--- src/rtl/ex_mdu_ctrl_pkg.sv ---
// Shared MDU types: opcode encoding, sequencer states and a small decode helper.
package mips_pkg;
    typedef enum logic [1:0] {
        MDU_MULT  = 2'b00,
        MDU_MULTU = 2'b01,
        MDU_DIV   = 2'b10,
        MDU_DIVU  = 2'b11
    } mdu_op_t;

    // Prefixed with S_ so the DIV state does not collide with the DIV opcode.
    typedef enum logic [1:0] {
        MDU_S_IDLE = 2'b00,
        MDU_S_MUL  = 2'b01,
        MDU_S_DIV  = 2'b10,
        MDU_S_FIX  = 2'b11
    } mdu_state_t;

    function automatic logic mdu_is_div(input mdu_op_t op);
        return op[1];
    endfunction

    function automatic logic mdu_is_signed(input mdu_op_t op);
        return !op[0];
    endfunction
endpackage

--- src/rtl/ex_mdu_ctrl_if.sv ---
// EX <-> MDU bundle: issue/operand signals from EX, stall and HI/LO state back.
interface ex_mdu_ctrl_if #(parameter int XLEN = 32);
    import mips_pkg::*;
    logic            mdu_start;
    mdu_op_t         mdu_op;
    logic [XLEN-1:0] srca;
    logic [XLEN-1:0] srcb;
    logic            hilo_rd;
    logic            hi_we;
    logic            lo_we;
    logic            flush;
    logic            stall;
    logic            busy;
    logic [XLEN-1:0] hi;
    logic [XLEN-1:0] lo;
    logic            done;
    logic            div_by_zero;
    logic [31:0]     op_count;

    modport master (
        output mdu_start, mdu_op, srca, srcb, hilo_rd, hi_we, lo_we, flush,
        input  stall, busy, hi, lo, done, div_by_zero, op_count
    );
    modport slave (
        input  mdu_start, mdu_op, srca, srcb, hilo_rd, hi_we, lo_we, flush,
        output stall, busy, hi, lo, done, div_by_zero, op_count
    );
endinterface

--- src/rtl/ex_mdu_ctrl_div_step.sv ---
// One restoring-division step on magnitudes: shift in the next dividend bit, trial-subtract.
module mdu_div_step #(
    parameter int XLEN = 32
) (
    input  logic [XLEN-1:0] rem_i,
    input  logic [XLEN-1:0] quo_i,
    input  logic [XLEN-1:0] div_i,
    output logic [XLEN-1:0] rem_o,
    output logic [XLEN-1:0] quo_o
);
    logic [XLEN:0] shifted;
    logic [XLEN:0] diff;

    assign shifted = {rem_i, quo_i[XLEN-1]};
    assign diff    = shifted - {1'b0, div_i};

    // Remainder stays below the divisor, so the restored value always fits XLEN bits.
    always_comb begin
        if (!diff[XLEN]) begin
            rem_o = diff[XLEN-1:0];
            quo_o = {quo_i[XLEN-2:0], 1'b1};
        end else begin
            rem_o = shifted[XLEN-1:0];
            quo_o = {quo_i[XLEN-2:0], 1'b0};
        end
    end
endmodule

--- src/rtl/ex_mdu_ctrl.sv ---
// Multiply/divide sequencer beside EX: owns HI/LO, runs a padded multiply or a
// bit-serial restoring divide, and stalls dependent EX instructions until done.
module ex_mdu_ctrl
    import mips_pkg::*;
#(
    parameter int XLEN    = 32,
    parameter int MUL_LAT = 4
) (
    input logic          clk,
    input logic          reset,
    ex_mdu_ctrl_if.slave mdu
);
    localparam int CNT_W = $clog2((XLEN > MUL_LAT) ? XLEN : MUL_LAT);

    mdu_state_t        state_q, state_d;
    logic [CNT_W-1:0]  cnt_q, cnt_d;
    logic [XLEN-1:0]   hi_q, hi_d, lo_q, lo_d;
    logic [XLEN-1:0]   rem_q, rem_d, quo_q, quo_d;
    logic [XLEN-1:0]   dvs_q, dend_q;
    logic [2*XLEN-1:0] prod_q;
    logic              qneg_q, rneg_q, dz_q;
    logic              done_q, done_d, dzf_q, dzf_d;
    logic [31:0]       opcnt_q, opcnt_d;

    logic              accept, sgn, sdiv, dz_in;
    logic [XLEN-1:0]   a_mag, b_mag, step_rem, step_quo;
    logic signed [2*XLEN-1:0] ma, mb, prod;

    assign accept = (state_q == MDU_S_IDLE) && mdu.mdu_start && !mdu.flush;
    assign sgn    = mdu_is_signed(mdu.mdu_op);
    assign sdiv   = sgn && mdu_is_div(mdu.mdu_op);
    assign dz_in  = mdu_is_div(mdu.mdu_op) && (mdu.srcb == '0);

    // Sign extension to full product width: low 2*XLEN bits equal the XLEN+1 signed product.
    assign ma   = {{XLEN{sgn & mdu.srca[XLEN-1]}}, mdu.srca};
    assign mb   = {{XLEN{sgn & mdu.srcb[XLEN-1]}}, mdu.srcb};
    assign prod = ma * mb;

    assign a_mag = (sdiv && mdu.srca[XLEN-1]) ? -mdu.srca : mdu.srca;
    assign b_mag = (sdiv && mdu.srcb[XLEN-1]) ? -mdu.srcb : mdu.srcb;

    mdu_div_step #(.XLEN(XLEN)) u_step (
        .rem_i (rem_q),
        .quo_i (quo_q),
        .div_i (dvs_q),
        .rem_o (step_rem),
        .quo_o (step_quo)
    );

    always_comb begin
        state_d = state_q;
        cnt_d   = cnt_q;
        hi_d    = hi_q;
        lo_d    = lo_q;
        rem_d   = rem_q;
        quo_d   = quo_q;
        done_d  = 1'b0;
        dzf_d   = 1'b0;
        opcnt_d = opcnt_q;
        case (state_q)
            MDU_S_IDLE: if (!mdu.flush) begin
                if (mdu.mdu_start) begin
                    if (mdu_is_div(mdu.mdu_op)) begin
                        rem_d = '0;
                        quo_d = a_mag;
                        if (dz_in) state_d = MDU_S_FIX;
                        else begin
                            state_d = MDU_S_DIV;
                            cnt_d   = CNT_W'(XLEN - 1);
                        end
                    end else begin
                        state_d = MDU_S_MUL;
                        cnt_d   = CNT_W'(MUL_LAT - 1);
                    end
                end else begin
                    if (mdu.hi_we) hi_d = mdu.srca;
                    if (mdu.lo_we) lo_d = mdu.srca;
                end
            end
            MDU_S_MUL: begin
                if (cnt_q == '0) begin
                    {hi_d, lo_d} = prod_q;
                    done_d       = 1'b1;
                    opcnt_d      = opcnt_q + 32'd1;
                    state_d      = MDU_S_IDLE;
                end else cnt_d = cnt_q - 1'b1;
            end
            MDU_S_DIV: begin
                rem_d = step_rem;
                quo_d = step_quo;
                if (cnt_q == '0) state_d = MDU_S_FIX;
                else             cnt_d   = cnt_q - 1'b1;
            end
            MDU_S_FIX: begin
                done_d  = 1'b1;
                opcnt_d = opcnt_q + 32'd1;
                state_d = MDU_S_IDLE;
                if (dz_q) begin
                    lo_d  = '1;
                    hi_d  = dend_q;
                    dzf_d = 1'b1;
                end else begin
                    lo_d = qneg_q ? -quo_q : quo_q;
                    hi_d = rneg_q ? -rem_q : rem_q;
                end
            end
            default: state_d = MDU_S_IDLE;
        endcase
    end

    always_ff @(posedge clk or posedge reset) begin
        if (reset) begin
            state_q <= MDU_S_IDLE;
            cnt_q   <= '0;
            hi_q    <= '0;
            lo_q    <= '0;
            rem_q   <= '0;
            quo_q   <= '0;
            done_q  <= 1'b0;
            dzf_q   <= 1'b0;
            opcnt_q <= '0;
            dvs_q   <= '0;
            dend_q  <= '0;
            prod_q  <= '0;
            qneg_q  <= 1'b0;
            rneg_q  <= 1'b0;
            dz_q    <= 1'b0;
        end else begin
            state_q <= state_d;
            cnt_q   <= cnt_d;
            hi_q    <= hi_d;
            lo_q    <= lo_d;
            rem_q   <= rem_d;
            quo_q   <= quo_d;
            done_q  <= done_d;
            dzf_q   <= dzf_d;
            opcnt_q <= opcnt_d;
            if (accept) begin
                dvs_q  <= b_mag;
                dend_q <= mdu.srca;
                prod_q <= prod;
                qneg_q <= sdiv && (mdu.srca[XLEN-1] ^ mdu.srcb[XLEN-1]);
                rneg_q <= sdiv && mdu.srca[XLEN-1];
                dz_q   <= dz_in;
            end
        end
    end

    assign mdu.busy        = (state_q != MDU_S_IDLE);
    assign mdu.stall       = mdu.busy && (mdu.mdu_start || mdu.hilo_rd || mdu.hi_we || mdu.lo_we);
    assign mdu.hi          = hi_q;
    assign mdu.lo          = lo_q;
    assign mdu.done        = done_q;
    assign mdu.div_by_zero = dzf_q;
    assign mdu.op_count    = opcnt_q;
endmodule

--- src/flat_wrapper.sv ---
// flat-port wrapper written by rule: the top's interface ports become plain ports
module ex_mdu_ctrl_flat import mips_pkg::*;
#(
    parameter int XLEN    = 32,
    parameter int MUL_LAT = 4
)
  (clk, reset, mdu_mdu_start, mdu_mdu_op, mdu_srca, mdu_srcb, mdu_hilo_rd, mdu_hi_we, mdu_lo_we, mdu_flush, mdu_stall, mdu_busy, mdu_hi, mdu_lo, mdu_done, mdu_div_by_zero, mdu_op_count);
  ex_mdu_ctrl_if #(.XLEN(XLEN)) mdu_i ();
  input logic clk;
  input logic reset;
  input wire logic [$bits(mdu_i.mdu_start)-1:0] mdu_mdu_start;
  input wire logic [$bits(mdu_i.mdu_op)-1:0] mdu_mdu_op;
  input wire logic [$bits(mdu_i.srca)-1:0] mdu_srca;
  input wire logic [$bits(mdu_i.srcb)-1:0] mdu_srcb;
  input wire logic [$bits(mdu_i.hilo_rd)-1:0] mdu_hilo_rd;
  input wire logic [$bits(mdu_i.hi_we)-1:0] mdu_hi_we;
  input wire logic [$bits(mdu_i.lo_we)-1:0] mdu_lo_we;
  input wire logic [$bits(mdu_i.flush)-1:0] mdu_flush;
  output wire logic [$bits(mdu_i.stall)-1:0] mdu_stall;
  output wire logic [$bits(mdu_i.busy)-1:0] mdu_busy;
  output wire logic [$bits(mdu_i.hi)-1:0] mdu_hi;
  output wire logic [$bits(mdu_i.lo)-1:0] mdu_lo;
  output wire logic [$bits(mdu_i.done)-1:0] mdu_done;
  output wire logic [$bits(mdu_i.div_by_zero)-1:0] mdu_div_by_zero;
  output wire logic [$bits(mdu_i.op_count)-1:0] mdu_op_count;
  assign mdu_i.mdu_start = mdu_mdu_start;
  assign mdu_i.mdu_op = mdu_mdu_op;
  assign mdu_i.srca = mdu_srca;
  assign mdu_i.srcb = mdu_srcb;
  assign mdu_i.hilo_rd = mdu_hilo_rd;
  assign mdu_i.hi_we = mdu_hi_we;
  assign mdu_i.lo_we = mdu_lo_we;
  assign mdu_i.flush = mdu_flush;
  assign mdu_stall = mdu_i.stall;
  assign mdu_busy = mdu_i.busy;
  assign mdu_hi = mdu_i.hi;
  assign mdu_lo = mdu_i.lo;
  assign mdu_done = mdu_i.done;
  assign mdu_div_by_zero = mdu_i.div_by_zero;
  assign mdu_op_count = mdu_i.op_count;
  ex_mdu_ctrl #(.XLEN(XLEN), .MUL_LAT(MUL_LAT)) u_core (.clk(clk), .reset(reset), .mdu(mdu_i));
endmodule
--- config.mk ---
export PLATFORM = sky130hd
export DESIGN_NAME = ex_mdu_ctrl_flat
export DESIGN_NICKNAME = d
export VERILOG_FILES = /design/src/rtl/ex_mdu_ctrl_pkg.sv /design/src/rtl/ex_mdu_ctrl_if.sv /design/src/rtl/ex_mdu_ctrl_div_step.sv /design/src/rtl/ex_mdu_ctrl.sv /design/src/flat_wrapper.sv
export SDC_FILE = /design/constraint.sdc
export NUM_CORES = 2
export LEC_CHECK = 0
export ABC_AREA = 1
export BUFFER_PORTS_ARGS = -buffer_cell sky130_fd_sc_hd__buf_4
export CAP_MARGIN = 20
export CORE_AREA = 2 2 307 309
export CTS_BUF_LIST = sky130_fd_sc_hd__clkbuf_4
export CTS_CLUSTER_DIAMETER = 50
export DETAILED_ROUTE_END_ITERATION = 6
export DIE_AREA = 0 0 309 311
export PLACE_DENSITY_LB_ADDON = 0.3
export SYNTH_ARGS = -nofsm -noshare
export SYNTH_HDL_FRONTEND = slang
export SYNTH_SLANG_ARGS = --single-unit
--- constraint.sdc ---
create_clock -name clk -period 20 [get_ports clk]
set_input_delay 4 -clock clk [delete_from_list [all_inputs] [get_ports clk]]
set_output_delay 4 -clock clk [all_outputs]
set_load 0.03 [all_outputs]
==> flow_metrics.env <==
export IMPL_startpoint_kind_of_the_worst_setup_timing_path="input port"
export IMPL_synth_cell_area_um2=59900
export IMPL_initial_utilization=0.646
export IMPL_die_y_um=311
export IMPL_yosys_register_bits=300
export IMPL_die_area_um2=96100
export IMPL_cell_with_the_most_instances_after_synthesis="sky130_fd_sc_hd__nand2_1"
export IMPL_clk_pin_slew_worst_paths_ns=0.07
export IMPL_netlist_top_cells_count="2272 x sky130_fd_sc_hd__nand2_1, 1943 x sky130_fd_sc_hd__inv_1, 1126 x sky130_fd_sc_hd__fa_1"
export IMPL_critPathMostFrequentCell="sky130_fd_sc_hd__fa_1"
export IMPL_clock_tree_from_tritoncts="done"
export IMPL_cp_required_ns=20.73
export IMPL_numCtsBuffers=82
export IMPL_via_count=53500
export IMPL_timing_critical_path_slowest_stage_cell="sky130_fd_sc_hd__fa_1"
export IMPL_crit_start="mdu_mdu_op[0]"
export IMPL_route_detailed_drc=0
export IMPL_crit_fanout=30
export IMPL_fillCellCount=8114
export IMPL_tns_ns=0
export IMPL_synthDominantAreaCellType="sky130_fd_sc_hd__fa_1"
export IMPL_synthDominantCellAreaShare=0.376
export IMPL_worst_path_largest_cell_delay_ns=0.53
export IMPL_post_drt_via_cell_ratio=5.76
export IMPL_globalRouteTotalUtil=0.445
export IMPL_postRouteWirelength_um=206000
export IMPL_yosysSeqAreaShare=0.125
export IMPL_clk_latency_ns=0.86
export IMPL_synthesis_nets=9510
export IMPL_postSynthAreaPerCell_um2=7.44
export IMPL_maximum_achievable_frequency_ghz=0.0903
export IMPL_final_max_slew_violation_count=0
export IMPL_hold_path_class="flip-flop to flip-flop"
export IMPL_die_extent_in_x_um=309
export IMPL_setup_repair_bufs_after_cts=0
export IMPL_place_gp_congestion=1.04
export IMPL_synth_main_ff_cell="sky130_fd_sc_hd__dfrtp_1"
export IMPL_fin_crit_ns=11.07
export IMPL_multiInputGateArea_um2=43500
export IMPL_grt_first_pass_wirelength_um=321000
export IMPL_drtAntennaViolNets=0
export IMPL_criticalPathCategory="input port to flip-flop"
export IMPL_postCtsResizedCells=0
export IMPL_coreArea_um2=92800
export IMPL_post_route_period_util=0.553
export IMPL_ys_warnings_count=0
export IMPL_async_flop_share=1.00
export IMPL_slew_limit_headroom=0.383
export IMPL_nNetsFinal=9430
export IMPL_status="complete, no violations"
export IMPL_port_buffer_count=172
export IMPL_grt_start_max_net_pins=96
export IMPL_synthTopCellsByArea="sky130_fd_sc_hd__fa_1 38%, sky130_fd_sc_hd__nand2_1 14%, sky130_fd_sc_hd__dfrtp_1 13%, sky130_fd_sc_hd__inv_1 12%, sky130_fd_sc_hd__ha_1 5.3%"
export IMPL_grt_setup_unrepaired="no"
export IMPL_critPathCaptureType="flip-flop"
export IMPL_finalSetupViolations=0
export IMPL_root_buffer="sky130_fd_sc_hd__clkbuf_4"
export IMPL_cts_path_max_buffers=3
export IMPL_max_slew_worst_pin_slew_ns=0.925
export IMPL_final_hold_viol_count=0
export IMPL_worst_endpoint_arrival_ns=11.80
export IMPL_postSynthCellCount=8056
export IMPL_core_rowCount=112
export IMPL_grt_antenna_before_repair=11
export IMPL_place_detailed_hpwl_um=161000
export IMPL_max_cap_viol_count=0
export IMPL_drtIter0Drc=5403
export IMPL_number_of_synthesized_flops_with_an_enable_pin=0
export IMPL_drt_first_pass_iters=7
export IMPL_residual_overflow_from_global_routing=0
export IMPL_yosys_cell_types_count=51
export IMPL_ioPinCount=173
export IMPL_routed_len_inst_um=22.2
export IMPL_fraction_of_layout_cells_with_a_size_suffix_above_1=0.0493
export IMPL_hold_bufs_inserted_after_cts=0
export IMPL_worst_r2r_startpoint="u_core.state_q[0]"
export IMPL_holdCritStartpoint="u_core.prod_q[6]"
export IMPL_fin_skew_ns=0.0619
export IMPL_area_taken_by_flip_flops_and_latches_um2=7510
export IMPL_cts_sinks=300
export IMPL_area_delta_synth_final_pct=4.54
export IMPL_first_global_vias=56700
export IMPL_htreeDepth=3
-- flip-flops by register name, summed over array words and instances (netlist names), 2 cells and up --
name and count:
u_core.prod_q 64, u_core.dend_q 32, u_core.dvs_q 32, u_core.mdu.hi 32, u_core.mdu.lo 32, u_core.mdu.op_count 32, u_core.quo_q 32, u_core.rem_q 32
u_core.cnt_q 5, u_core.state_q 2
-- through the flow --
| step | cell area, µm² | std cells | hold slack, ns | util | setup WS, ns |
|---|---|---|---|---|---|
| 2_1_floorplan | 59900 | 8056 | 0.442 | - | 7.71 |
| 3_3_place_gp | 61500 | 9143 | 0.461 | 0.663 | 8.34 |
| 3_5_place_dp | 61500 | 9143 | 0.460 | 0.663 | 8.20 |
| 4_1_cts | 62500 | 9277 | 0.476 | 0.674 | 9.09 |
| 5_1_grt | 62600 | 9281 | 0.512 | 0.675 | 8.59 |
| 6_report | 62600 | 9283 | 0.477 | 0.675 | 8.93 |
-- cell families (layout without fill, tap and decap cells) --
kind of cell               Yosys count  in the layout  synth area share
and+or+nand+nor                   3283           3283             0.220
buffers and inverters             2330           2300             0.148
adders and majority gates         1381           1381             0.430
AOI/OAI and AO/OA                  657            657            0.0612
DFF                                300            300             0.125
xor gates and xnor gates           105            105            0.0154
other                                0              3                 0
-- per-layer routing --
layer	share of wire	global-route usage	wire length, µm
met5	0.00035	0	73
met4	0.086	0.309	17700
met2	0.45	0.697	93000
met1	0.35	0.544	72900
met3	0.11	0.108	22700
-- cell type report --
class                           count  share of cell area
Timing Repair Buffer              211              0.0262
Tap cell                         1254              0.0251
Sequential cell                   300               0.120
Clock inverter                     24             0.00298
Antenna cell                        3            0.000120
Multi-Input combinational cell   5426               0.695
Clock buffer                      110              0.0132
Inverter                         1955               0.117
-- placed cells by master, fill, tap and decap left out, types with 8 or more instances in the layout --
master,Yosys,routed
sky130_fd_sc_hd__nand2_1,2272,2272
sky130_fd_sc_hd__inv_1,1943,1942
sky130_fd_sc_hd__fa_1,1126,1126
sky130_fd_sc_hd__nor2_1,519,517
sky130_fd_sc_hd__nand3_1,309,309
sky130_fd_sc_hd__dfrtp_1,300,300
sky130_fd_sc_hd__ha_1,255,254
sky130_fd_sc_hd__a21oi_1,246,245
sky130_fd_sc_hd__o21ai_0,242,242
sky130_fd_sc_hd__buf_4,4,208
sky130_fd_sc_hd__clkbuf_4,0,110
sky130_fd_sc_hd__nand4_1,64,64
sky130_fd_sc_hd__xor2_1,63,63
sky130_fd_sc_hd__xnor2_1,42,42
sky130_fd_sc_hd__nor3_1,35,35
sky130_fd_sc_hd__a211oi_1,33,33
sky130_fd_sc_hd__o211ai_1,29,29
sky130_fd_sc_hd__a31oi_1,23,23
sky130_fd_sc_hd__o21bai_1,20,20
sky130_fd_sc_hd__o21ai_1,20,20
sky130_fd_sc_hd__clkinv_1,3,17
sky130_fd_sc_hd__nand3b_1,16,16
sky130_fd_sc_hd__nor4_1,16,16
sky130_fd_sc_hd__a41oi_1,16,16
sky130_fd_sc_hd__nand2_2,13,13
sky130_fd_sc_hd__nor2_2,10,11
sky130_fd_sc_hd__inv_2,9,9
sky130_fd_sc_hd__or2_2,9,9
sky130_fd_sc_hd__o31ai_1,8,8
-- final timing paths --
| kind | endpoint | slack, ns | depth (start not counted) |
|---|---|---|---|
| max | u_core.prod_q[41] | 8.93 | 28 |
| min | u_core.prod_q[6] | 0.48 | 2 |
| max reg2reg | u_core.quo_q[28] | 16.67 | 13 |
| min reg2reg | u_core.prod_q[6] | 0.48 | 2 |
| max in group asynchronous | u_core.dvs_q[15] | 13.85 | 6 |
| min in group asynchronous | u_core.mdu.lo[19] | 3.26 | 2 |
-- worst max-delay path, delay by kind of cell --
kind | cells | cell delay, ns
AO/OA/AOI/OAI | 3 | 0.79
adder cells (fa/ha/maj) | 9 | 4.20
buffers and inverters | 7 | 1.54
AND/OR/NAND/NOR | 9 | 1.20
Power is left out: the tool's default activity adds up to more than one toggle a clock period on the data nets, which glitch-free logic cannot reach.
